==> src/rtl/adc_current_sampler.sv <==
// adc_current_sampler
//   Calibration sweep controller for one AD7265 dual simultaneous-sampling
//   12-bit ADC on the driver-board current-sense channels. A cal_start pulse
//   converts NCHAN channel pairs in turn, writes every A/B result into the
//   register bank over the write bus and publishes the sum of all results.
//
// Ports
//   clock        system clock, also gated out as ADC SCLK (idles high)
//   reset        synchronous active-high reset
//   soft_reset   synchronous active-high reset from the bus master
//   cal_start    one-clock pulse that starts a sweep (ignored unless idle)
//   wr_req       bus write request
//   wr_gnt       bus write grant; write completes in the granted cycle
//   wr_addr      bus write address
//   wr_data      bus write data
//   adc_sum      sum of the results of the last completed sweep
//   douta/doutb  ADC serial data, sides A and B
//   adc_sclk_en  high to pass clock to ADC SCLK
//   adc_addr     ADC channel select
//   ncs          ADC chip select, active low
//   rng          range select (fixed 0..Vref)
//   sgl          single-ended select (fixed single-ended)
module adc_current_sampler #(
  parameter int         NCHAN       = 6,
  parameter logic [9:0] RESULT_BASE = 10'h000,
  parameter int         QUIET       = 2
) (
  input  logic        clock,
  input  logic        reset,
  input  logic        soft_reset,
  input  logic        cal_start,
  output logic        wr_req,
  input  logic        wr_gnt,
  output logic [9:0]  wr_addr,
  output logic [15:0] wr_data,
  output logic [15:0] adc_sum,
  input  logic        douta,
  input  logic        doutb,
  output logic        adc_sclk_en,
  output logic [2:0]  adc_addr,
  output logic        ncs,
  output logic        rng,
  output logic        sgl
);

  typedef enum logic [2:0] {
    S_IDLE, S_START, S_QUIET, S_CONV, S_WR_A, S_WR_B, S_NEXT
  } state_t;

  state_t      r_state;
  logic [2:0]  r_ch;
  logic [3:0]  r_cnt;
  // Only frame bits 1..15 are ever shifted in; the result window (bits
  // 3..14) sits in [12:1] when the 16th clock arrives, bit 16 is discarded.
  logic [12:0] r_sh_a;
  logic [12:0] r_sh_b;
  logic [11:0] r_res_b;
  logic [15:0] r_acc;
  logic [9:0]  w_ch_addr;

  assign rng = 1'b0;
  assign sgl = 1'b1;

  // Side A address of the current channel; side B is the next word.
  assign w_ch_addr = RESULT_BASE + {6'd0, r_ch, 1'b0};

  always_ff @(posedge clock) begin
    if (reset || soft_reset) begin
      r_state     <= S_IDLE;
      r_ch        <= '0;
      r_cnt       <= '0;
      r_sh_a      <= '0;
      r_sh_b      <= '0;
      r_res_b     <= '0;
      r_acc       <= '0;
      ncs         <= 1'b1;
      adc_sclk_en <= 1'b0;
      adc_addr    <= '0;
      wr_req      <= 1'b0;
      wr_addr     <= '0;
      wr_data     <= '0;
      adc_sum     <= '0;
    end else begin
      case (r_state)
        S_IDLE: begin
          if (cal_start) r_state <= S_START;
        end

        S_START: begin
          r_acc    <= '0;
          r_ch     <= '0;
          r_cnt    <= '0;
          adc_addr <= '0;
          r_state  <= S_QUIET;
        end

        // Channel select is updated on entry to this state, so it only
        // moves while the chip select is high.
        S_QUIET: begin
          ncs         <= 1'b1;
          adc_sclk_en <= 1'b0;
          if (r_cnt == 4'(QUIET - 1)) begin
            r_cnt       <= '0;
            r_sh_a      <= '0;
            r_sh_b      <= '0;
            ncs         <= 1'b0;
            adc_sclk_en <= 1'b1;
            r_state     <= S_CONV;
          end else begin
            r_cnt <= r_cnt + 4'd1;
          end
        end

        // The ADC shifts on falling SCLK; each rising edge here captures
        // one frame bit. r_cnt==15 is the 16th and last SCLK of the frame.
        S_CONV: begin
          r_sh_a <= {r_sh_a[11:0], douta};
          r_sh_b <= {r_sh_b[11:0], doutb};
          if (r_cnt == 4'd15) begin
            ncs         <= 1'b1;
            adc_sclk_en <= 1'b0;
            r_res_b     <= r_sh_b[12:1];
            wr_req      <= 1'b1;
            wr_addr     <= w_ch_addr;
            wr_data     <= {4'b0, r_sh_a[12:1]};
            r_acc       <= r_acc + {4'b0, r_sh_a[12:1]};
            r_cnt       <= '0;
            r_state     <= S_WR_A;
          end else begin
            r_cnt <= r_cnt + 4'd1;
          end
        end

        // Request was raised on entry; hold address/data until granted.
        S_WR_A: begin
          if (wr_gnt) begin
            wr_req  <= 1'b0;
            r_state <= S_WR_B;
          end
        end

        // First cycle re-arms the request with the side B word; the
        // one-cycle gap keeps the two writes as distinct bus requests.
        S_WR_B: begin
          if (!wr_req) begin
            wr_req  <= 1'b1;
            wr_addr <= w_ch_addr + 10'd1;
            wr_data <= {4'b0, r_res_b};
          end else if (wr_gnt) begin
            wr_req  <= 1'b0;
            r_acc   <= r_acc + {4'b0, r_res_b};
            r_state <= S_NEXT;
          end
        end

        S_NEXT: begin
          if (r_ch != 3'(NCHAN - 1)) begin
            r_ch     <= r_ch + 3'd1;
            adc_addr <= r_ch + 3'd1;
            r_cnt    <= '0;
            r_state  <= S_QUIET;
          end else begin
            adc_sum <= r_acc;
            r_state <= S_IDLE;
          end
        end

        default: r_state <= S_IDLE;
      endcase
    end
  end

endmodule

==> config.mk <==
export PLATFORM = sky130hd
export DESIGN_NAME = adc_current_sampler
export DESIGN_NICKNAME = d
export VERILOG_FILES = /design/src/rtl/adc_current_sampler.sv
export SDC_FILE = /design/constraint.sdc
export NUM_CORES = 1
export LEC_CHECK = 0
export BUFFER_PORTS_ARGS = -buffer_cell sky130_fd_sc_hd__buf_2
export CORE_ASPECT_RATIO = 1.25
export CORE_MARGIN = 2
export CORE_UTILIZATION = 34
export DETAILED_ROUTE_END_ITERATION = 16
export PLACE_DENSITY_LB_ADDON = 0.08
export SKIP_CTS_REPAIR_TIMING = 1
export SLEW_MARGIN = 20
export SYNTH_ARGS = -nofsm -noshare
export SYNTH_HDL_FRONTEND = slang
export SYNTH_SLANG_ARGS = --single-unit
==> constraint.sdc <==
create_clock -name clock -period 3.1 [get_ports clock]
set_input_delay 0.465 -clock clock [delete_from_list [all_inputs] [get_ports clock]]
set_output_delay 0.465 -clock clock [all_outputs]
set_load 0.02 [all_outputs]
==> results.yml, run 1 <==
synth:
  syn_inst: 533
  yosys_warnings: 0
  yosysTopAreaCell: "dfxtp_1"
  syn_area_mm2: 0.00465
  synth-main-ff-cell: "dfxtp_1"
  postSynth.asyncResetShare_pct: 0
  synth_seq_area_share_pct: 42.6
  synth.area.top_cells: "dfxtp_1 (43%), nand2_1 (5.8%), nor2_1 (5.6%), ha_1 (5.1%), a21oi_1 (5.1%)"
  synth.top_cell.area_share_pct: 42.6
  syn_avg_cell_area_um2: 8.73
  synth_enable_flop_cells: 0
  ys_seq_elements: 99
  netlist-cell-type-count: 62
layout:
  area_delta_synth_final_pct: 14.0
  ff_latch_area_mm2: 0.00198
  final_common_cell: "dfxtp_1"
  nets: 591
  n_antenna_cell: 0
  multi_input_area_mm2: 0.00245
  final_cell_mix: "dfxtp_1 (99), nand2_1 (72), nor2_1 (69)"
  post-route-util_pct: 39.9
  layout-drive-gt1-share_pct: 17.4
  n_fill_cell: 1388
placed_design:
  pre_cts_slack_ns: 0.0792
  dp_hpwl_um: 7690
  port_buffers: 44
  gp_congestion: 0.904
sta:
  timing_worst_slew_pin_value_ns: 0.742
  slew_headroom_pct: 50.3
  slew_viol_final: 0
  hold_viol: 0
  finalCritPeriodShare_pct: 94.7
  timing.fmax_mhz: 340
  clock_skew_ns: 0.00376
  fin_setup_tns_ns: 0
  rsz0062_at_grt: "no"
  setup_viol: 0
  fin_crit_ns: 2.94
  setup_ws_ns: 0.163
global_routing:
  antenna_found_initial: 0
  grt_use_total_pct: 15.5
  grt_max_degree: 58
  grt_pass1_vias: 3527
  grt_pass1_wl_um: 17900
  use_met1_pct: 20.7
  grt.overflow.total: 0
  use_met2_pct: 24.7
  top_usage_layer: "met2"
  met3_usage_pct: 3.76
floorplan:
  dieHeight_um: 135
  start_util_pct: 35.0
  die_w_um: 109
  rows: 47
  dieArea_mm2: 0.0146
  fp.coreArea_mm2: 0.0133
  top_level_ports: 57
hold_path:
  holdPathEnd: "r_sh_a[0]"
  min_path_cells: 3
  hold_path.startpoint: "douta"
  worstHoldPathType: "input port to flip-flop"
worst_setup_path:
  endpoint_kind: "flip-flop"
  crit_fanout: 8
  required_ns: 3.34
  r2r-end: "r_acc[15]"
  r2r_start: "r_state[1]"
  r2r_setup_slack_ns: 0.16
  cp-start-kind: "flip-flop"
  crit_type: "flip-flop to flip-flop"
  r2r_cells: 10
  cp_data_arrival_time_ns: 3.18
clock_tree:
  clkTransAtPathRegs_ns: 0.07
  cts_buffer_depth: 2
  cts_tree: "yes"
  cts_buffers: 9
  cts_root_buffer: "clkbuf_16"
  htreeDepth: 3
  cts.sinks: 99
  clock_latency_ns: 0.34
pwr:
  ir_drop_uv: 348
  power.leakage_uw: 0.00204
  powerDensity_mw_per_mm2: 488
routing:
  dr.first_iter.drc_count: 177
  num_vias: 3724
  drcViolationCount: 0
  drt-total-wl_um: 11000
  post_drt_via_cell_ratio: 5.03
  dr.pass1.iters: 4
  drtAntennaViolNets: 0
  wire_per_inst_um: 14.8
status:
  outcome: "complete, no violations"
job:
  max_cap_viol_count: 0
-- Yosys cell counts, types with 6 or more instances --
cell type / n
buf_2: 8
a22oi_1: 31
nand2_1: 72
inv_1: 13
a21oi_1: 47
nor2_1: 69
xnor2_1: 6
buf_4: 13
mux2i_1: 15
o21ai_0: 10
ha_1: 19
mux2_2: 13
dfxtp_1: 99
nand3_1: 6
a21o_1: 7
clkbuf_1: 17
-- routing by layer --
layer / vias up / part of all wire, %
met1: 1738 / 47
met2: 67 / 48
met4: 0 / 1.5
met5: - / 0
li1: 1907 / -
met3: 12 / 3.3
-- flip-flops by register name, indices dropped and copies added, names as in the netlist, 3 cells and up --
name	cells
r_state	3
r_cnt	4
wr_addr	4
r_res_b	12
wr_data	12
r_acc	16
r_sh_b	13
r_sh_a	13
adc_sum	16
r_ch	3
-- final cells by class --
| type | instances | share of cell area, % |
|---|---|---|
| clock inverters | 7 | 1.89 |
| multi-input cells | 389 | 46.2 |
| flip-flops and latches | 99 | 37.4 |
| inverters | 13 | 0.920 |
| clock buffers | 9 | 4.25 |
| well taps | 171 | 4.04 |
| repair buffers | 52 | 5.29 |
-- cell families after synthesis --
family                     share of synthesized area, %
AOI/OAI and AO/OA                                  19.8
xor gates and xnor gates                           1.13
adders and majority gates                          5.54
buffers and inverters                              6.21
DFF                                                42.6
muxes                                              6.37
other                                             0.161
and+or+nand+nor                                    18.2
-- power by group --
group          switching (µW)  total, µW  internal (µW)
logic                    56.0       72.0           15.9
registers               0.617       1270           1270
clock network             526       1240            715
total                     582       2590           2000
-- how the worst max path moves through the flow --
stage / from / end / slack, ns
floorplan: r_state[2] / r_acc[14] / 0.05
global placement: r_state[1] / r_acc[14] / 0.17
detailed placement: r_state[1] / r_acc[14] / 0.08
CTS: r_state[1] / r_acc[14] / 0.06
global route: r_state[1] / r_acc[15] / 0.002
finish: r_state[1] / r_acc[15] / 0.16
-- per-stage QoR --
step	hold slack (ns)	power, µW	cell area, µm²	std cells
final	0.352	2590	5300	740
after detailed placement	0.447	1370	4950	724
after global routing	0.361	2680	5300	740
after global placement	0.440	1370	4950	724
after CTS	0.345	2620	5270	740
after floorplan	0.432	1370	4690	543
-- worst max-delay path, cell delays in order (launching register included) --
cell      delay, ns
dfxtp_1        0.32
and2b_4        0.20
nand2_1        0.14
buf_4          0.20
mux2_2         0.39
ha_1           0.31
a21o_1         0.20
a221oi_2       0.36
o31a_1         0.30
o21ai_0        0.14
mux2_2         0.27
(Power assumes the default switching activity.)
==> run 2: changes to the inputs <==
--- a/config.mk
+++ b/config.mk
@@ -11,6 +11,7 @@
 export CORE_UTILIZATION = 34
 export DETAILED_ROUTE_END_ITERATION = 16
 export PLACE_DENSITY_LB_ADDON = 0.08
+export REMOVE_ABC_BUFFERS = 1
 export SKIP_CTS_REPAIR_TIMING = 1
 export SLEW_MARGIN = 20
 export SYNTH_ARGS = -nofsm -noshare
==> constraint.sdc (replaced) <==
create_clock -name clock -period 2.95 [get_ports clock]
set_input_delay 0.4425 -clock clock [delete_from_list [all_inputs] [get_ports clock]]
set_output_delay 0.4425 -clock clock [all_outputs]
set_load 0.02 [all_outputs]
==> results.yml, run 2 (synthesis gave the netlist of run 1 again) <==
status:
  outcome: "complete, no violations"
placed_design:
  dp_cells: 728
  dpl_cell_area_mm2: 0.00499
  dp_hpwl_um: 7510
  gp_congestion: 0.860
  port_buffers: 44
  pre_cts_slack_ns: -0.0163
routing:
  drt-total-wl_um: 10500
  post_drt_via_cell_ratio: 5.03
  drcViolationCount: 0
  drtAntennaViolNets: 0
  wire_per_inst_um: 14.1
  num_vias: 3749
  dr.pass1.iters: 4
  dr.first_iter.drc_count: 185
sta:
  setup_ws_ns: 0.142
  clock_skew_ns: 0.00989
  setup_viol: 0
  slew_viol_final: 0
  slew_headroom_pct: 49.0
  timing_worst_slew_pin_value_ns: 0.762
  timing.fmax_mhz: 356
  whs_ns: 0.335
  fin_crit_ns: 2.81
  finalCritPeriodShare_pct: 95.2
  hold_viol: 0
worst_setup_path:
  crit_chain: "and2b_4 -> nand2_2 -> mux2_4 -> ha_2 -> inv_1 -> fa_2 -> and3b_2 -> o2111ai_4 -> and3_4 -> or4_1 -> a21oi_2"
  r2r_start: "r_state[1]"
  r2r-end: "r_acc[14]"
  cp-start-kind: "flip-flop"
  slowest_delay_ns: 0.51
  endpoint_kind: "flip-flop"
  cp_data_arrival_time_ns: 3.08
  crit_fanout: 4
  r2r_cells: 11
  crit_type: "flip-flop to flip-flop"
  r2r_setup_slack_ns: 0.14
  slowest_stage: "or4_1"
  required_ns: 3.22
clock_tree:
  cts_buffers: 9
  clkTransAtPathRegs_ns: 0.07
  cts.sinks: 99
  htreeDepth: 3
  cts_root_buffer: "clkbuf_16"
  clock_latency_ns: 0.34
  cts_tree: "yes"
  cts_buffer_depth: 2
layout:
  area_delta_synth_final_pct: 15.7
  final_cell_mix: "dfxtp_1 (99), nand2_1 (71), nor2_1 (69)"
  final_cells: 746
  layout-drive-gt1-share_pct: 19.3
  post-route-util_pct: 40.5
  largest_registers: "adc_sum: 16 flops, r_acc: 16 flops"
  nets: 597
  final_common_cell: "dfxtp_1"
  n_antenna_cell: 0
  final_area_mm2: 0.00538
hold_path:
  holdPathEnd: "r_sh_b[0]"
  min_path_cells: 3
  hold_path.startpoint: "doutb"
  worstHoldPathType: "input port to flip-flop"
floorplan:
  rows: 47
  fp.coreArea_mm2: 0.0133
  dieArea_mm2: 0.0146
  top_level_ports: 57
  dieHeight_um: 135
  die_w_um: 109
  start_util_pct: 35.0
global_routing:
  grt_pass1_wl_um: 17100
  antenna_found_initial: 0
  grt_pass1_vias: 3503
  grt_use_total_pct: 14.7
  grt_max_degree: 45
  grt.overflow.total: 0
pwr:
  powerDensity_mw_per_mm2: 478
  power.leakage_uw: 0.00206
  ir_drop_uv: 302
job:
  max_cap_viol_count: 0
run 2: routing by layer:
layer / vias to the layer above / GRT usage (%) / share of wire (%)
met4: 0 / 6.20 / 1.8
met2: 58 / 24.2 / 49
li1: 1918 / - / -
met3: 13 / 2.51 / 2.1
met1: 1760 / 18.9 / 47
met5: - / 0 / 0
run 2: how the worst max path moves through the flow:
stage | startpoint | endpoint | slack, ns | depth (start not counted)
finish | r_state[1] | r_acc[14] | 0.14 | 11
global route | r_state[1] | r_acc[14] | -0.001 | 11
CTS | r_state[1] | r_acc[14] | -0.04 | 11
detailed placement | r_state[1] | r_acc[14] | -0.02 | 11
global placement | r_state[1] | r_acc[14] | 0.07 | 11
floorplan | r_state[2] | r_acc[14] | -0.21 | 11
run 2: power by group:
group / leakage (µW) / switching, µW / internal, µW
registers: 0.000797 / 0.945 / 1340
clock network: 0.000142 / 545 / 612
logic: 0.00112 / 59.7 / 19.5
run 2: worst max-delay path, delay by kind of cell, from the launching register on:
kind            cells  cell delay, ns
simple gates        5            1.35
fa+ha+maj           2            0.53
flops               1            0.31
compound gates      2            0.27
mux                 1            0.22
buf+inv             1            0.06
run 2: layout make-up:
type | count | area (µm²)
Tap cell | 171 | 214
Inverter | 13 | 48.8
Multi-Input combinational cell | 389 | 2500
Clock buffer | 10 | 239
Timing Repair Buffer | 58 | 342
Fill cell | 1375 | 7910
Sequential cell | 99 | 1980
Clock inverter | 6 | 53.8
run 2: stage by stage:
stage	setup TNS [ns]	power [µW]
after floorplan	-0.320	1420
after detailed placement	-0.0163	1450
after global placement	0	1450
after CTS	-0.0388	2610
after global routing	-0.00115	2670
final	0	2570
